===== src/rtl/fetch_queue.sv =====
// In-order (pc, instr) buffer between fetch and decode, with valid/ready handshakes
// on both sides and a synchronous flush for branch/jump redirects.
module fetch_queue #(
    parameter int DEPTH = 4,
    parameter int PTR_W = 2
) (
    input  logic             clk,
    input  logic             rst,
    input  logic             flush,
    input  logic             f_valid,
    input  logic [31:0]      f_pc,
    input  logic [31:0]      f_instr,
    output logic             f_ready,
    output logic             d_valid,
    output logic [31:0]      d_pc,
    output logic [31:0]      d_instr,
    output logic [31:0]      d_pc_plus_4,
    input  logic             d_ready,
    output logic [PTR_W:0]   count
);

    logic [31:0]      pc_mem    [DEPTH];
    logic [31:0]      instr_mem [DEPTH];
    logic [PTR_W-1:0] rd_ptr;
    logic [PTR_W-1:0] wr_ptr;
    logic             push;
    logic             pop;

    always_comb begin
        f_ready = (count < (PTR_W+1)'(DEPTH));
        d_valid = (count != '0);
        push    = f_valid & f_ready & ~flush;
        pop     = d_valid & d_ready & ~flush;
    end

    // Head fields read zero when the queue is empty, so stale storage never leaks out
    always_comb begin
        d_pc        = '0;
        d_instr     = '0;
        d_pc_plus_4 = '0;
        if (d_valid) begin
            d_pc        = pc_mem[rd_ptr];
            d_instr     = instr_mem[rd_ptr];
            d_pc_plus_4 = pc_mem[rd_ptr] + 32'd4;
        end
    end

    always_ff @(posedge clk or negedge rst) begin
        if (!rst) begin
            rd_ptr <= '0;
            wr_ptr <= '0;
            count  <= '0;
        end else if (flush) begin
            rd_ptr <= '0;
            wr_ptr <= '0;
            count  <= '0;
        end else begin
            if (push) wr_ptr <= wr_ptr + PTR_W'(1);
            if (pop)  rd_ptr <= rd_ptr + PTR_W'(1);
            case ({push, pop})
                2'b10:   count <= count + (PTR_W+1)'(1);
                2'b01:   count <= count - (PTR_W+1)'(1);
                default: count <= count;
            endcase
        end
    end

    always_ff @(posedge clk) begin
        if (push) begin
            pc_mem[wr_ptr]    <= f_pc;
            instr_mem[wr_ptr] <= f_instr;
        end
    end

endmodule


===== config.mk =====
export PLATFORM = sky130hd
export DESIGN_NAME = fetch_queue
export DESIGN_NICKNAME = d
export VERILOG_FILES = /design/src/rtl/fetch_queue.sv
export SDC_FILE = /design/constraint.sdc
export NUM_CORES = 1
export LEC_CHECK = 0
export ABC_AREA = 1
export BUFFER_PORTS_ARGS = -buffer_cell sky130_fd_sc_hd__buf_2
export CORE_ASPECT_RATIO = 1.25
export CORE_MARGIN = 3
export CORE_UTILIZATION = 45
export CTS_CLUSTER_DIAMETER = 60
export DETAILED_ROUTE_END_ITERATION = 10
export GPL_TIMING_DRIVEN = 0
export HOLD_SLACK_MARGIN = 0.06
export PLACE_DENSITY = 0.66
export SYNTH_ARGS = -nofsm -noshare
export SYNTH_HDL_FRONTEND = slang
export SYNTH_SLANG_ARGS = --single-unit

===== constraint.sdc =====
create_clock -name clk -period 6.1 [get_ports clk]
set_input_delay 1.22 -clock clk [delete_from_list [all_inputs] [get_ports clk]]
set_output_delay 1.22 -clock clk [all_outputs]
set_load 0.03 [all_outputs]

# [Word level (Yosys, flattened, before mapping)]
# Memory sizes are Yosys's and may differ from the RTL's.
# Index checks and enable logic that the tools add are counted.
[totals] ff_bits=7 ramBits=256 inputBits=69 output_inout_bits=101 n_memories=2
[memory_table] memory="instr_mem" depth=4 word_bits=32 read_ports=1 rd_clocked_by_memory_dff=0 write_ports=1 line_no="23" text="logic [31:0] instr_mem [DEPTH];"
[memory_table] memory="pc_mem" depth=4 word_bits=32 read_ports=1 rd_clocked_by_memory_dff=0 write_ports=1 line_no="22" text="logic [31:0] pc_mem [DEPTH];"
[op_classes] addsub=5 magnitude_cmp=1 n_eq_ne=2 mux=11 n_bitwise=5 n_reduce_logical=4
[ops] operator="2-to-1 mux 32 bit" count=3
[ops] operator="adder 32 x 3 -> 32 bit, second input constant" count=1
[ops] operator="2-to-1 mux 2 bit" count=4
[ops] operator="one-hot mux 3 bit (2 select lines)" count=1
[ops] operator="nonzero test 3 bit" count=2
[ops] operator="adder 2 x 1 -> 2 bit, second input constant" count=2
[ops] operator="bitwise AND 1 bit" count=4
[ops] operator="nonzero test 2 bit" count=2
[ops] operator="adder 3 x 1 -> 3 bit, second input constant" count=1
[ops] operator="less-than comparator 3 bit, second input constant" count=1
[ops] operator="2-to-1 mux 3 bit" count=1
[ops] operator="subtractor 3 x 1 -> 3 bit, second input constant" count=1
[ops] operator="== test 2 x 1 -> 1 bit, second input constant" count=1
[ops] operator="== test 2 bit, second input constant" count=1
[ops] operator="2-to-1 mux 1 bit" count=2
[ops] operator="NOT 1 bit" count=1

# [Depth between registers and ports, before layout]
# Gate-level depths: netlist of run 1.
[logic_depth] depth_word=6 mapped_depth=16

# [Worst setup path after synthesis of run 1]
# Ideal clock, no wire load.
[synth_path] path_type="input to register" startpoint="input port f_valid" endpoint="memory instr_mem[0][0], enable pin" setup_time_ps=486 arrival_ps=4247 required_ps=5614 slack_ps=1367 stages=4 n_path_buf=0 path_cell_list="nand2_1 -> nor2_1 -> inv_1 -> nor2_1"
[synth_between] elab_chain_cells=4
[synth_rtl] element="start, declared" line_no="10" text="input logic f_valid,"
[synth_rtl] element="bitwise AND 1 bit (2 in a row)" line_no="32" text="push = f_valid & f_ready & ~flush;"
[synth_rtl] element="2-to-1 mux 1 bit" line_no="69" text="if (push) begin"
[synth_rtl] element="2-to-1 mux 1 bit (not written as such)" line_no="71" text="instr_mem[wr_ptr] <= f_instr;"
[synth_rtl] element="end, declared" line_no="23"
# Every way passes these cells.

# [Worst setup path in the final report of run 1]
[layout_path] startpoint="register rd_ptr[1]" endpoint="output port d_pc_plus_4[18]"
[layout_between] elab_chain_cells=3
[layout_rtl] element="start, declared" line_no="24" text="logic [PTR_W-1:0] rd_ptr;"
[layout_rtl] element="start signal, assigned" line_no="59" text="if (pop) rd_ptr <= rd_ptr + PTR_W'(1);"
[layout_rtl] element="memory read (4 x 32 bit)"
[layout_rtl] element="adder 32 x 3 -> 32 bit" line_no="44" text="d_pc_plus_4 = pc_mem[rd_ptr] + 32'd4;"
[layout_rtl] element="2-to-1 mux 32 bit" line_no="41" text="if (d_valid) begin"
[layout_rtl] element="end, declared" line_no="17" text="output logic [31:0] d_pc_plus_4,"
# Every way passes these cells.

==> run_results.csv, run 1 <==
group,metric,value,unit
global_routing,antenna_found_initial,4,
worst_setup_path,path_delay_family,"simple AND/OR/NAND/NOR gates",
clock_tree,cts_root_buf,"clkbuf_16",
timing,rsz0062_at_grt,"no",
status,status,"finished, final reports clean",
timing,worstMarginPinSlew,1.085,ns
timing,min_period,4.765,ns
clock_tree,cts_setup_buffers,0,
timing,skew,0.006350,ns
worst_setup_path,path_cells,"buf_2 -> buf_1 -> o211ai_1 -> nand2_1 -> ha_1 -> nand3_1 -> nor2_2 -> nand2_1 -> nor2_1 -> o21ai_1 -> nor2_1 -> buf_2",
placed_design,dp.cells,1753,
floorplanning,floorplan.initialDensity,45.97,%
detailed_routing,wire_per_inst,18.39,um
finish,fill_cells,2341,
worst_setup_path,cp_max_fo,10,
timing,fmax,209.9,MHz
finish,final_cells,1802,
power_and_ir_drop,ir_drop,0.3459,mV
logic_synthesis,synth.most_common_cell,"nand2_1",
power_and_ir_drop,leakage,5.814,nW
floorplanning,die_y,188.8,um
clock_tree,cts_max_path_buffers,3,
logic_synthesis,synth.yosys.seq_area_share,65.34,%
worst_setup_path,cp.required,4.88,ns
logic_synthesis,synth-async-reset-ratio,2.662,%
power_and_ir_drop,combPwrFrac,45.2,%
power_and_ir_drop,seq_power_share,31.9,%
timing,tns,0,ns
detailed_routing,drt_iter0_drc,632,
clock_tree,cts_resized,0,
logic_synthesis,synth_top_flop_cell,"edfxtp_1",
timing,hold_violations,0,
worst_setup_path,cp-start-kind,"flop",
power_and_ir_drop,clockPowerShare,22.9,%
logic_synthesis,synth.area.top_cells,"edfxtp_1, nand2_1, nor2_1, o21ai_0, nand3_1",
logic_synthesis,ys_warn_count,0,
clock_tree,worstSkewPairLatency,0.51,ns
finish,areaGrowthSynthToFinish,19.16,%
detailed_routing,wl,33.14,mm
power_and_ir_drop,finalPower,6.696,mW
finish,nets,1516,
timing,max-slew-margin-rel,27.24,%
clock_tree,htree_levels,1,
detailed_routing,via_count,9410,
logic_synthesis,syn_inst,1236,
worst_setup_path,cp-end-kind,"output pin",
logic_synthesis,synth.ff_latch_count,263,
clock_tree,postCtsHoldBufs,0,
power_and_ir_drop,internal_power,3.751,mW
placed_design,portBuffers,169,
timing,setup_violations,0,
finish,layout-drive-gt1-share,18.21,%
clock_tree,path_clk_slew,0.06,ns
clock_tree,cts_tree,"yes",
clock_tree,cts_buffers,26,
detailed_routing,viasPerCell,5.222,
floorplanning,dieArea,28750,sq um
worst_setup_path,critPathBufInv,3,
placed_design,hpwl,23.82,mm
timing,slew_viol_final,0,
global_routing,grt_pass1_wl,50.64,mm
worst_setup_path,critPathMaxStageDelay,0.58,ns
logic_synthesis,synth.distinct_cells,28,
logic_synthesis,postSynthAreaPerCell,9.736,sq um
power_and_ir_drop,netSwitchingFraction,43.99,%
power_and_ir_drop,power-per-cell-area,466.9,nW/um^2
logic_synthesis,yosysTopAreaCellShare,63.88,%
detailed_routing,ant_nets,0,
floorplanning,die_x,152.3,um
run,drv_cap,0,
floorplanning,core-area,26180,sq um
global_routing,gr-total-overflow,0,
detailed_routing,dr.pass1.iters,6,
worst_setup_path,cp.arrival,3.54,ns
worst_setup_path,cpMaxStageDelayCell,"buf_1",
hold_path,hp-class,"input port to async pin",
global_routing,grt_pass1_vias,8972,
clock_tree,cts.sinks,263,
worst_setup_path,critical_path_class,"flop to output pin",
power_and_ir_drop,p_switching,2.945,mW
logic_synthesis,synth_area,12030,sq um
floorplanning,ios,170,
finish,utilization,54.78,%
detailed_routing,post-route-drc-count,0,
global_routing,grt_usage,22.54,%
global_routing,grt_max_degree,28,
timing,fin_crit_sh,78.11,%
floorplanning,rows,66,
logic_synthesis,netlist_top_cells_count,"nand2_1, nor2_1, edfxtp_1, o21ai_0, nand3_1",
placed_design,finalWeightedCongestion,0.9333,
logic_synthesis,synth_edf_count,256,
logic_synthesis,syn_nets,1311,
logic_synthesis,yosysTopAreaCell,"edfxtp_1",
-- final cells by class --
cell class / count / area, sq um / share of cell area, %
Clock buffer: 31 / 690.7 / 4.816
Antenna cell: 1 / 2.502 / 0.01745
Timing Repair Buffer: 177 / 1021 / 7.120
Sequential cell: 263 / 7863 / 54.83
Buffer: 60 / 320.3 / 2.234
Multi-Input combinational cell: 868 / 3712 / 25.89
Inverter: 45 / 168.9 / 1.178
Clock inverter: 17 / 136.4 / 0.9511
Tap cell: 340 / 425.4 / 2.967
-- layout by cell type, fill, tap and decap left out, types with 8 or more instances in the layout --
master     instances
nand2_1          354
buf_2            188
clkbuf_16         27
buf_1             12
inv_1             42
nor3_1            10
nor2_1           255
clkbuf_1          22
edfxtp_1         256
clkinv_1           8
nand3_1           77
o21ai_0           87
a21oi_1           52
-- path summary, 6_finish.rpt --
path,cells after the start,from,end,slack (ns)
worst max-delay path,12,rd_ptr[1],d_pc_plus_4[18],1.34
worst min-delay path,1,rst,count[0],0.52
worst max register to register,11,count[0],count[2],3.01
worst min register to register,1,count[0],count[0],0.58
max in group asynchronous,1,rst,wr_ptr[0],5.43
min in group clk,1,count[0],count[0],0.58
-- power by group through the flow --
stage	sequential (mW)	clock (mW)	combinational (mW)
global placement	2.19	0	2.98
CTS	2.13	1.56	3.04
finish	2.13	1.54	3.03
global route	2.14	1.64	3.28
floorplan	2.19	0	2.00
detailed placement	2.17	0	3.03
-- flip-flops by register name, summed over array words and instances, names as in the netlist --
name and cells:
count 3, instr_mem 128, pc_mem 128, rd_ptr 2, wr_ptr 2
-- cells by family (layout without fill, tap and decap cells) --
| kind of cell | count (synthesis) | in the layout | share of synthesized area, % |
|---|---|---|---|
| flops | 263 | 263 | 65.34 |
| simple gates | 716 | 716 | 23.67 |
| xor+xnor | 2 | 2 | 0.1456 |
| other cells | 0 | 1 | 0 |
| compound gates | 144 | 144 | 6.093 |
| fa+ha+maj | 6 | 6 | 0.6862 |
| buf+inv | 105 | 330 | 4.065 |
-- through the flow --
| stage | hold WS, ns | worst slack [ns] | instance area [sq um] |
|---|---|---|---|
| floorplan | 0.5796 | 1.367 | 12030 |
| global placement | 0.5703 | -1.180 | 13310 |
| detailed placement | 0.5735 | 1.872 | 13510 |
| CTS | 0.5079 | 1.307 | 14340 |
| global route | 0.5129 | 1.054 | 14340 |
| finish | 0.5227 | 1.335 | 14340 |
-- per-layer routing --
| metal | vias to the layer above | track usage [%] | routed length (um) |
|---|---|---|---|
| met5 | - | 0 | 28 |
| met4 | 6 | 6.399 | 745 |
| met3 | 50 | 4.893 | 2714 |
| met2 | 359 | 39.82 | 16410 |
| met1 | 4423 | 28.03 | 13240 |
| li1 | 4572 | - | - |
No activity file was read; power rests on OpenSTA's default activity.
==> inputs of run 2 (changes only) <==
- ABC_AREA: 1 -> 0
- PLACE_DENSITY: 0.66 -> 0.67
- clock period: 6.1 -> 4.92 ns (I/O delays scaled with it)
==> run 2 against run 1 <==
Net effect: count of clock-buffer cells in the layout decreased by 4; global-route usage shrank 5.6 points; combinational power is 2% higher; synthesized cell count down 53%.
==> run_results.csv, run 2 <==
group,metric,value,unit
worst_setup_path,ff2ff_path_depth,8,
global_routing,grt_usage,16.99,%
logic_synthesis,synth.area.top_cells,"edfxtp_1, mux4_2, and2_1, dfrtp_1, mux4_1",
clock_tree,cts_root_buf,"clkbuf_16",
finish,nets,850,
floorplanning,core-area,23350,sq um
logic_synthesis,synth-async-reset-ratio,2.662,%
detailed_routing,drt_iter0_drc,322,
placed_design,hpwl,15.06,mm
status,status,"finished, final reports clean",
logic_synthesis,synth_edf_count,256,
floorplanning,ios,170,
finish,utilization,55.69,%
timing,max-slew-margin-rel,39.13,%
finish,multi_input_area,2821,sq um
hold_path,hp-class,"input port to async pin",
logic_synthesis,yosysTopAreaCell,"edfxtp_1",
global_routing,grt_max_degree,34,
logic_synthesis,synth_area,10850,sq um
timing,hold_violations,0,
finish,final_area,13000,sq um
finish,seqCellArea,7863,sq um
logic_synthesis,synth_top_flop_cell,"edfxtp_1",
placed_design,finalWeightedCongestion,0.8324,
timing,fin_ws,0.2509,ns
logic_synthesis,syn_nets,651,
power_and_ir_drop,leakage,4.556,nW
clock_tree,cts_max_path_buffers,3,
power_and_ir_drop,power-per-cell-area,586.1,nW/um^2
worst_setup_path,cp-end-kind,"output pin",
detailed_routing,dr.pass1.iters,4,
global_routing,grt_pass1_vias,6315,
timing,slew_viol_final,0,
timing,fin_crit_sh,94.90,%
worst_setup_path,timing.rr.end,"count[2]",
logic_synthesis,netlist_top_cells_count,"edfxtp_1, and2_1, mux4_2, nor2_1, clkbuf_1",
timing,min_period,4.669,ns
logic_synthesis,ys_warn_count,0,
detailed_routing,via_count,5821,
finish,fill_cells,1808,
floorplanning,die_y,179.6,um
power_and_ir_drop,ir_drop,0.4106,mV
global_routing,gr-total-overflow,0,
logic_synthesis,postSynthAreaPerCell,18.84,sq um
clock_tree,cts.sinks,263,
clock_tree,cts_tree,"yes",
placed_design,place_area,12200,sq um
worst_setup_path,critical_path_class,"flop to output pin",
clock_tree,cts_buffers,25,
floorplanning,rows,62,
worst_setup_path,rr_startpoint,"count[2]",
clock_tree,htree_levels,1,
run,drv_cap,0,
placed_design,portBuffers,168,
finish,largest_registers,"instr_mem (128), pc_mem (128), count (3)",
global_routing,antenna_found_initial,3,
floorplanning,dieArea,26030,sq um
logic_synthesis,synth.yosys.seq_area_share,72.45,%
timing,tns,0,ns
floorplanning,floorplan.initialDensity,46.48,%
detailed_routing,post-route-drc-count,0,
worst_setup_path,ff2ff_setup_slack,1.76,ns
finish,antennaDiodeCount,0,
clock_tree,cts_setup_buffers,0,
logic_synthesis,yosysTopAreaCellShare,70.83,%
timing,rsz0062_at_grt,"no",
detailed_routing,viasPerCell,5.235,
detailed_routing,ant_nets,0,
logic_synthesis,syn_inst,576,
clock_tree,path_clk_slew,0.06,ns
placed_design,dpl_worst_slack,0.6770,ns
worst_setup_path,cp.required,3.94,ns
timing,skew,0.01477,ns
worst_setup_path,cp_max_fo,10,
floorplanning,die_x,144.9,um
finish,areaGrowthSynthToFinish,19.81,%
clock_tree,worstSkewPairLatency,0.52,ns
global_routing,grt_pass1_wl,35.22,mm
logic_synthesis,synth.most_common_cell,"edfxtp_1",
logic_synthesis,synth.distinct_cells,38,
worst_setup_path,cp-start-kind,"flop",
detailed_routing,wire_per_inst,20.08,um
finish,mostFrequentLayoutCells,"edfxtp_1, buf_2, and2_1",
timing,fmax,214.2,MHz
finish,layout-drive-gt1-share,37.50,%
timing,worstMarginPinSlew,0.9081,ns
detailed_routing,wl,22.33,mm
logic_synthesis,synth.ff_latch_count,263,
finish,layout_commonest_cell,"edfxtp_1",
worst_setup_path,cp.arrival,3.69,ns
timing,setup_violations,0,
## run 2: changes by cell type after synthesis, moves of 59 or more
cell / before / now
mux4_2: 0 / 59
nand3_1: 77 / 10
and2_1: 0 / 65
nor2_1: 259 / 35
o21ai_0: 87 / 6
nand2_1: 354 / 12
## run 2: repair_timing
action	4_1_cts	5_1_grt
gates resized for setup	0	2
hold buffers	0	0
setup endpoints to repair	0	2
## run 2: logic make-up after synthesis
group / after synthesis / share of synthesized area, %
simple gates: 161 / 8.485
xor+xnor: 15 / 1.211
flops: 263 / 72.45
fa+ha+maj: 6 / 0.7609
mux: 71 / 14.17
compound gates: 22 / 1.141
buf+inv: 38 / 1.787
## run 2: final cells by class
| type | count | area share, % |
|---|---|---|
| clock inverters | 17 | 1.299 |
| repair buffers | 172 | 7.082 |
| multi-input cells | 275 | 21.70 |
| flip-flops and latches | 263 | 60.47 |
| inverters | 9 | 0.2598 |
| well taps | 320 | 3.079 |
| clock buffers | 27 | 4.869 |
| plain buffers | 29 | 1.241 |
## run 2: critical path: stages, from the launching register on
cell	delay (ns)
dfrtp_1	0.35
buf_2	0.26
buf_2	0.31
mux4_1	0.33
ha_1	0.24
nand3_2	0.18
or4_4	0.58
or4_1	0.51
a21oi_1	0.18
buf_2	0.23
## run 2: worst max path at each step
stage               from         endpoint  slack (ns)  cells past startpoint
2_1_floorplan  rd_ptr[0]  d_pc_plus_4[30]        1.00                      8
3_3_place_gp    count[0]   d_pc_plus_4[1]        0.29                      7
4_1_cts        rd_ptr[1]   d_pc_plus_4[1]        0.13                      9
5_1_grt        rd_ptr[1]  d_pc_plus_4[28]        0.07                      9
6_report       rd_ptr[1]  d_pc_plus_4[28]        0.25                      9
3_5_place_dp   rd_ptr[1]   d_pc_plus_4[1]        0.68                      9
## run 2: where the power goes
part / internal, mW / total [mW] / switching, mW
logic: 1.04 / 3.09 / 2.06
clock network: 1.09 / 1.87 / 0.786
registers: 2.61 / 2.65 / 0.0481
total: 4.73 / 7.62 / 2.89
## run 2: routing by layer
metal,routed length (um),GRT usage (%),up-vias
li1,-,-,2683
met1,8500,19.68,2916
met2,11880,31.48,173
met3,1498,4.458,43
met4,405,4.221,6
met5,45,0,-
## run 2: metrics by stage
step                      instances  hold slack [ns]  power, mW
after global placement         1064           0.5791      5.784
after global routing           1112           0.2873      8.007
after detailed placement       1068           0.6476      5.837
final                          1112           0.2964      7.621
after CTS                      1112           0.2760      7.717
after floorplan                 576           0.5616      4.921
